### src/rtl/alu_op_sequencer.sv
// ALU operation sequencer: issues a legal opcode to the ALU and waits for
// its result under a per-operation cycle budget, reporting illegal opcodes,
// timeouts and aborts.
module alu_op_sequencer #(
  parameter int unsigned DATA_W = 64,
  parameter int unsigned CNT_W  = 6,
  parameter int unsigned OPR_W  = 4
) (
  input  logic              clock,
  input  logic              reset,
  input  logic              start,
  input  logic [OPR_W-1:0]  opr,
  input  logic [CNT_W-1:0]  maxclock,
  input  logic              abort,
  input  logic              alu_valid,
  input  logic [DATA_W-1:0] alu_result,
  output logic              alu_start,
  output logic [OPR_W-1:0]  alu_opr,
  output logic [DATA_W-1:0] out,
  output logic [OPR_W-1:0]  out_opr,
  output logic              out_valid,
  output logic              busy,
  output logic              err_illegal,
  output logic              err_timeout
);

  typedef enum logic [1:0] {
    ST_IDLE = 2'd0,
    ST_EXEC = 2'd1,
    ST_DONE = 2'd2
  } state_e;

  state_e              state_q, state_d;
  logic [CNT_W-1:0]    cnt_q, cnt_d;
  logic [CNT_W-1:0]    budget_q, budget_d;
  logic [OPR_W-1:0]    alu_opr_q, alu_opr_d;
  logic [DATA_W-1:0]   out_q, out_d;
  logic [OPR_W-1:0]    out_opr_q, out_opr_d;
  logic                alu_start_q, alu_start_d;
  logic                out_valid_q, out_valid_d;
  logic                busy_q, busy_d;
  logic                err_illegal_q, err_illegal_d;
  logic                err_timeout_q, err_timeout_d;
  logic                opr_legal;

  // Opcode decode: loadA, loadB, add, sub, cmul, rmul, eq, modA, modB
  always_comb begin
    opr_legal = (opr == OPR_W'(4'h0)) || (opr == OPR_W'(4'h1)) ||
                (opr == OPR_W'(4'h2)) || (opr == OPR_W'(4'h3)) ||
                (opr == OPR_W'(4'h4)) || (opr == OPR_W'(4'h6)) ||
                (opr == OPR_W'(4'h8)) || (opr == OPR_W'(4'h9)) ||
                (opr == OPR_W'(4'hA));
  end

  always_comb begin
    state_d       = state_q;
    cnt_d         = cnt_q;
    budget_d      = budget_q;
    alu_opr_d     = alu_opr_q;
    out_d         = out_q;
    out_opr_d     = out_opr_q;
    alu_start_d   = 1'b0;
    out_valid_d   = 1'b0;
    err_illegal_d = 1'b0;
    err_timeout_d = 1'b0;

    case (state_q)
      ST_IDLE: begin
        if (start) begin
          if (opr_legal) begin
            alu_opr_d   = opr;
            budget_d    = maxclock;
            cnt_d       = '0;
            alu_start_d = 1'b1;
            state_d     = ST_EXEC;
          end else begin
            err_illegal_d = 1'b1;
          end
        end
      end
      ST_EXEC: begin
        // Abort beats a same-cycle result; a result beats an expiring budget
        if (abort) begin
          state_d = ST_IDLE;
        end else if (alu_valid) begin
          out_d       = alu_result;
          out_opr_d   = alu_opr_q;
          out_valid_d = 1'b1;
          state_d     = ST_DONE;
        end else if (cnt_q == budget_q) begin
          err_timeout_d = 1'b1;
          state_d       = ST_IDLE;
        end else begin
          cnt_d = cnt_q + CNT_W'(1);
        end
      end
      ST_DONE: begin
        state_d = ST_IDLE;
      end
      default: begin
        state_d = ST_IDLE;
      end
    endcase

    busy_d = (state_d != ST_IDLE);
  end

  always_ff @(posedge clock or posedge reset) begin
    if (reset) begin
      state_q       <= ST_IDLE;
      cnt_q         <= '0;
      budget_q      <= '0;
      alu_opr_q     <= '0;
      out_q         <= '0;
      out_opr_q     <= '0;
      alu_start_q   <= 1'b0;
      out_valid_q   <= 1'b0;
      busy_q        <= 1'b0;
      err_illegal_q <= 1'b0;
      err_timeout_q <= 1'b0;
    end else begin
      state_q       <= state_d;
      cnt_q         <= cnt_d;
      budget_q      <= budget_d;
      alu_opr_q     <= alu_opr_d;
      out_q         <= out_d;
      out_opr_q     <= out_opr_d;
      alu_start_q   <= alu_start_d;
      out_valid_q   <= out_valid_d;
      busy_q        <= busy_d;
      err_illegal_q <= err_illegal_d;
      err_timeout_q <= err_timeout_d;
    end
  end

  assign alu_start   = alu_start_q;
  assign alu_opr     = alu_opr_q;
  assign out         = out_q;
  assign out_opr     = out_opr_q;
  assign out_valid   = out_valid_q;
  assign busy        = busy_q;
  assign err_illegal = err_illegal_q;
  assign err_timeout = err_timeout_q;

endmodule

### config.mk
export PLATFORM = sky130hd
export DESIGN_NAME = alu_op_sequencer
export DESIGN_NICKNAME = d
export VERILOG_FILES = /design/src/rtl/alu_op_sequencer.sv
export SDC_FILE = /design/constraint.sdc
export NUM_CORES = 1
export LEC_CHECK = 0
export ABC_AREA = 1
export CAP_MARGIN = 5
export CORE_MARGIN = 2
export CORE_UTILIZATION = 40
export CTS_BUF_LIST = sky130_fd_sc_hd__clkbuf_4 sky130_fd_sc_hd__clkbuf_8
export DETAILED_ROUTE_END_ITERATION = 7
export GPL_ROUTABILITY_DRIVEN = 0
export PLACE_DENSITY = 0.77
export SLEW_MARGIN = 40
export SYNTH_ARGS = -nofsm -noshare
export SYNTH_HDL_FRONTEND = slang
export SYNTH_SLANG_ARGS = --single-unit
### constraint.sdc
create_clock -name clock -period 4.3 [get_ports clock]
set_clock_uncertainty 0.1 [all_clocks]
set_input_delay 0.43 -clock clock [delete_from_list [all_inputs] [get_ports clock]]
set_output_delay 0.43 -clock clock [all_outputs]
set_load 0.01 [all_outputs]
==> impl_metrics.yaml <==
cells_and_area:
  final_nets: 661
  syn2layout_area_growth_pct: 49.7
  drive_gt1_share_pct: 4.78
  diodes: 0
  fin_util_pct: 62.5
floorplanning:
  num_rows: 34
  start_util_pct: 41.8
  die_area_sq_um: 9980
  chipHeight_microns: 99.9
  io_pins: 156
  coreArea_sq_um: 8810
  die_w_microns: 99.9
detailed_routing:
  drc: 0
  via_per_inst: 4.62
  drtIter0Drc: 85
  first_pass_iters: 4
  totalWireLength_microns: 8860
  avgRoutedWirePerCell_microns: 12.8
  route.vias.total: 3207
  final_antenna_net_count: 0
timing:
  max_freq_mhz: 515
  fin_setup_tns_ns: 0
  hold_violations: 0
  finalCritPeriodShare_pct: 45.1
  min_period_ns: 1.94
  hold_ws_ns: 0.247
  worstMarginPinSlew_ns: 0.696
  maxSlewViolCount: 0
  rsz0062_at_grt: "false"
  setup_violations: 0
  slew_headroom_pct: 53.6
cts:
  cts_tree: "done"
  h-tree-depth: 3
  cts_buffers: 9
  clockRootBuffer: "clkbuf_8"
  clock_path_buffers: 2
  post-cts-setup-buffers: 0
  clkSlewWorstSetupHoldPaths_ns: 0.09
  cts_resized: 0
  cts_sinks: 91
  clock_latency_ns: 0.34
  ctsHoldBuffers: 0
grt:
  gr-total-overflow: 0
  grt_pass1_wl_microns: 14900
  grt_max_degree: 73
  track_usage_pct: 18.6
  grt_pass1_vias: 3164
  antenna_found_initial: 0
logic_synthesis:
  synthTopCellsByCount: "nand2_1, dfrtp_1, inv_1"
  synth-seq-cells: 91
  ys.flop_type: "dfrtp_1"
  avgSynthCellArea_sq_um: 8.59
  yosysSeqAreaShare_pct: 61.9
  synthesis.area_sq_um: 3680
  synth_edf_count: 0
  async_flop_share_pct: 100
  synth_nets: 508
  yosysWarnings: 0
  synth.area.top_cells: "dfrtp_1, nand2_1, inv_1"
  synth_most_common_cell: "nand2_1"
  ys_types: 22
  syn_inst: 428
  synth_top_area_share_pct: 61.9
  synth_area_leader_cell: "dfrtp_1"
setup_path:
  critPathBufInv: 3
  startpoint_type: "primary input"
  crit_cells: 6
  worst-path-max-fanout: 66
  path_cells: "clkdlybuf4s50_1, inv_1, nor3_4, buf_4, nand2_1, nand2_1"
  critical-path-max-stage-delay_ns: 0.54
  r2r_setup_slack_ns: 2.50
  path_class: "in2reg"
  cp-end-kind: "register"
  slowest_stage: "buf_4"
  cp.required_ns: 4.47
  rr_worst_depth: 6
  cp_top_family: "buffers and inverters"
  reg2reg_to: "out[12]$_DFFE_PP0P_"
  crit_end: "out[12]$_DFFE_PP0P_"
  timing.critical_path.mode_cell: "nand2_1"
  r2r_start: "state_q[1]$_DFF_PP0_"
  crit_arrival_ns: 2.11
  startpoint: "alu_valid"
power_and_ir_drop:
  p_clk_share_pct: 21.6
  p_leak_nw: 2.72
  peakVddDrop_mv: 0.273
  power_switching_uw: 822
  seqPwrFrac_pct: 44.4
  pwr_density_cell_nw_per_um2: 502
  p_int_mw: 1.94
  switching_share_pct: 29.8
  pwr-share-comb_pct: 34.0
placed_design:
  numPortBuffers: 155
  detailed_place_hpwl_microns: 6360
job:
  maxCapViolCount: 0
hold_path:
  worstHoldPathType: "in2async"
status:
  status: "finished, final reports clean"
## worst min path at each step
stage / startpoint / endpoint / slack, ns / depth (start not counted)
after floorplan: budget_q[0]$_DFFE_PP0P_ / budget_q[0]$_DFFE_PP0P_ / 0.36 / 2
after global placement: out[55]$_DFFE_PP0P_ / out[55]$_DFFE_PP0P_ / 0.35 / 2
after detailed placement: out[43]$_DFFE_PP0P_ / out[43]$_DFFE_PP0P_ / 0.36 / 2
after CTS: reset / out[13]$_DFFE_PP0P_ / 0.24 / 2
after global routing: reset / out[24]$_DFFE_PP0P_ / 0.26 / 2
final: reset / out[13]$_DFFE_PP0P_ / 0.25 / 2
## final cells by class
class | count | area, sq um
Fill cell | 767 | 3300
Sequential cell | 91 | 2280
Clock buffer | 13 | 166
Clock inverter | 3 | 46.3
Timing Repair Buffer | 158 | 1570
Multi-Input combinational cell | 300 | 1220
Inverter | 21 | 82.6
Tap cell | 108 | 135
## power by group through the flow
stage | Sequential (mW) | Combinational (mW) | Clock (mW)
global route | 1.26 | 1.03 | 0.654
CTS | 1.23 | 0.954 | 0.617
floorplan | 1.34 | 0.251 | 0
detailed placement | 1.24 | 0.953 | 0
finish | 1.23 | 0.939 | 0.597
global placement | 1.23 | 0.929 | 0
## routing by layer
layer | track usage [%] | wire length (microns) | vias to the layer above
met5 | 0 | 0 | -
met4 | 5.48 | 128 | 0
met3 | 4.04 | 585 | 11
met2 | 31.2 | 4200 | 106
met1 | 24.6 | 3950 | 1494
li1 | - | - | 1596
## state kept, by name, indices dropped and copies added, names as in the netlist
| name | count |
|---|---|
| busy | 1 |
| alu_opr | 4 |
| out | 64 |
| cnt_q | 6 |
| state_q | 2 |
| err_illegal | 1 |
| out_opr | 4 |
| out_valid | 1 |
| budget_q | 6 |
| alu_start | 1 |
| err_timeout | 1 |
## layout by cell type (no fill, tap or decap), drive strengths merged
cell type	count
xor2	3
nor3	3
xnor2	1
ha	1
inv	20
dfrtp	91
buf	3
nand3	11
nand2	250
bufinv	1
clkbuf	13
o21ai	12
a21oi	1
clkinv	2
clkdlybuf4s50	155
nor2	18
clkinvlp	1
## through the flow
stage	std cells	instance area, sq um	power, mW	setup WS [ns]
2_1_floorplan	428	3680	1.59	1.41
3_3_place_gp	678	5290	2.16	1.99
3_5_place_dp	678	5290	2.19	1.98
4_1_cts	694	5510	2.80	2.33
5_1_grt	694	5510	2.94	2.21
6_report	694	5510	2.76	2.36
## kinds of logic (layout without fill, tap and decap cells)
| kind of cell | Yosys count | in the layout | share of synthesized area (%) |
|---|---|---|---|
| and+or+nand+nor | 282 | 282 | 30.2 |
| buffers and inverters | 37 | 195 | 4.76 |
| adders and majority gates | 1 | 1 | 0.340 |
| DFF | 91 | 91 | 61.9 |
| AOI/OAI and AO/OA | 13 | 13 | 1.77 |
| xor gates and xnor gates | 4 | 4 | 0.953 |
(Power assumes the default switching activity.)
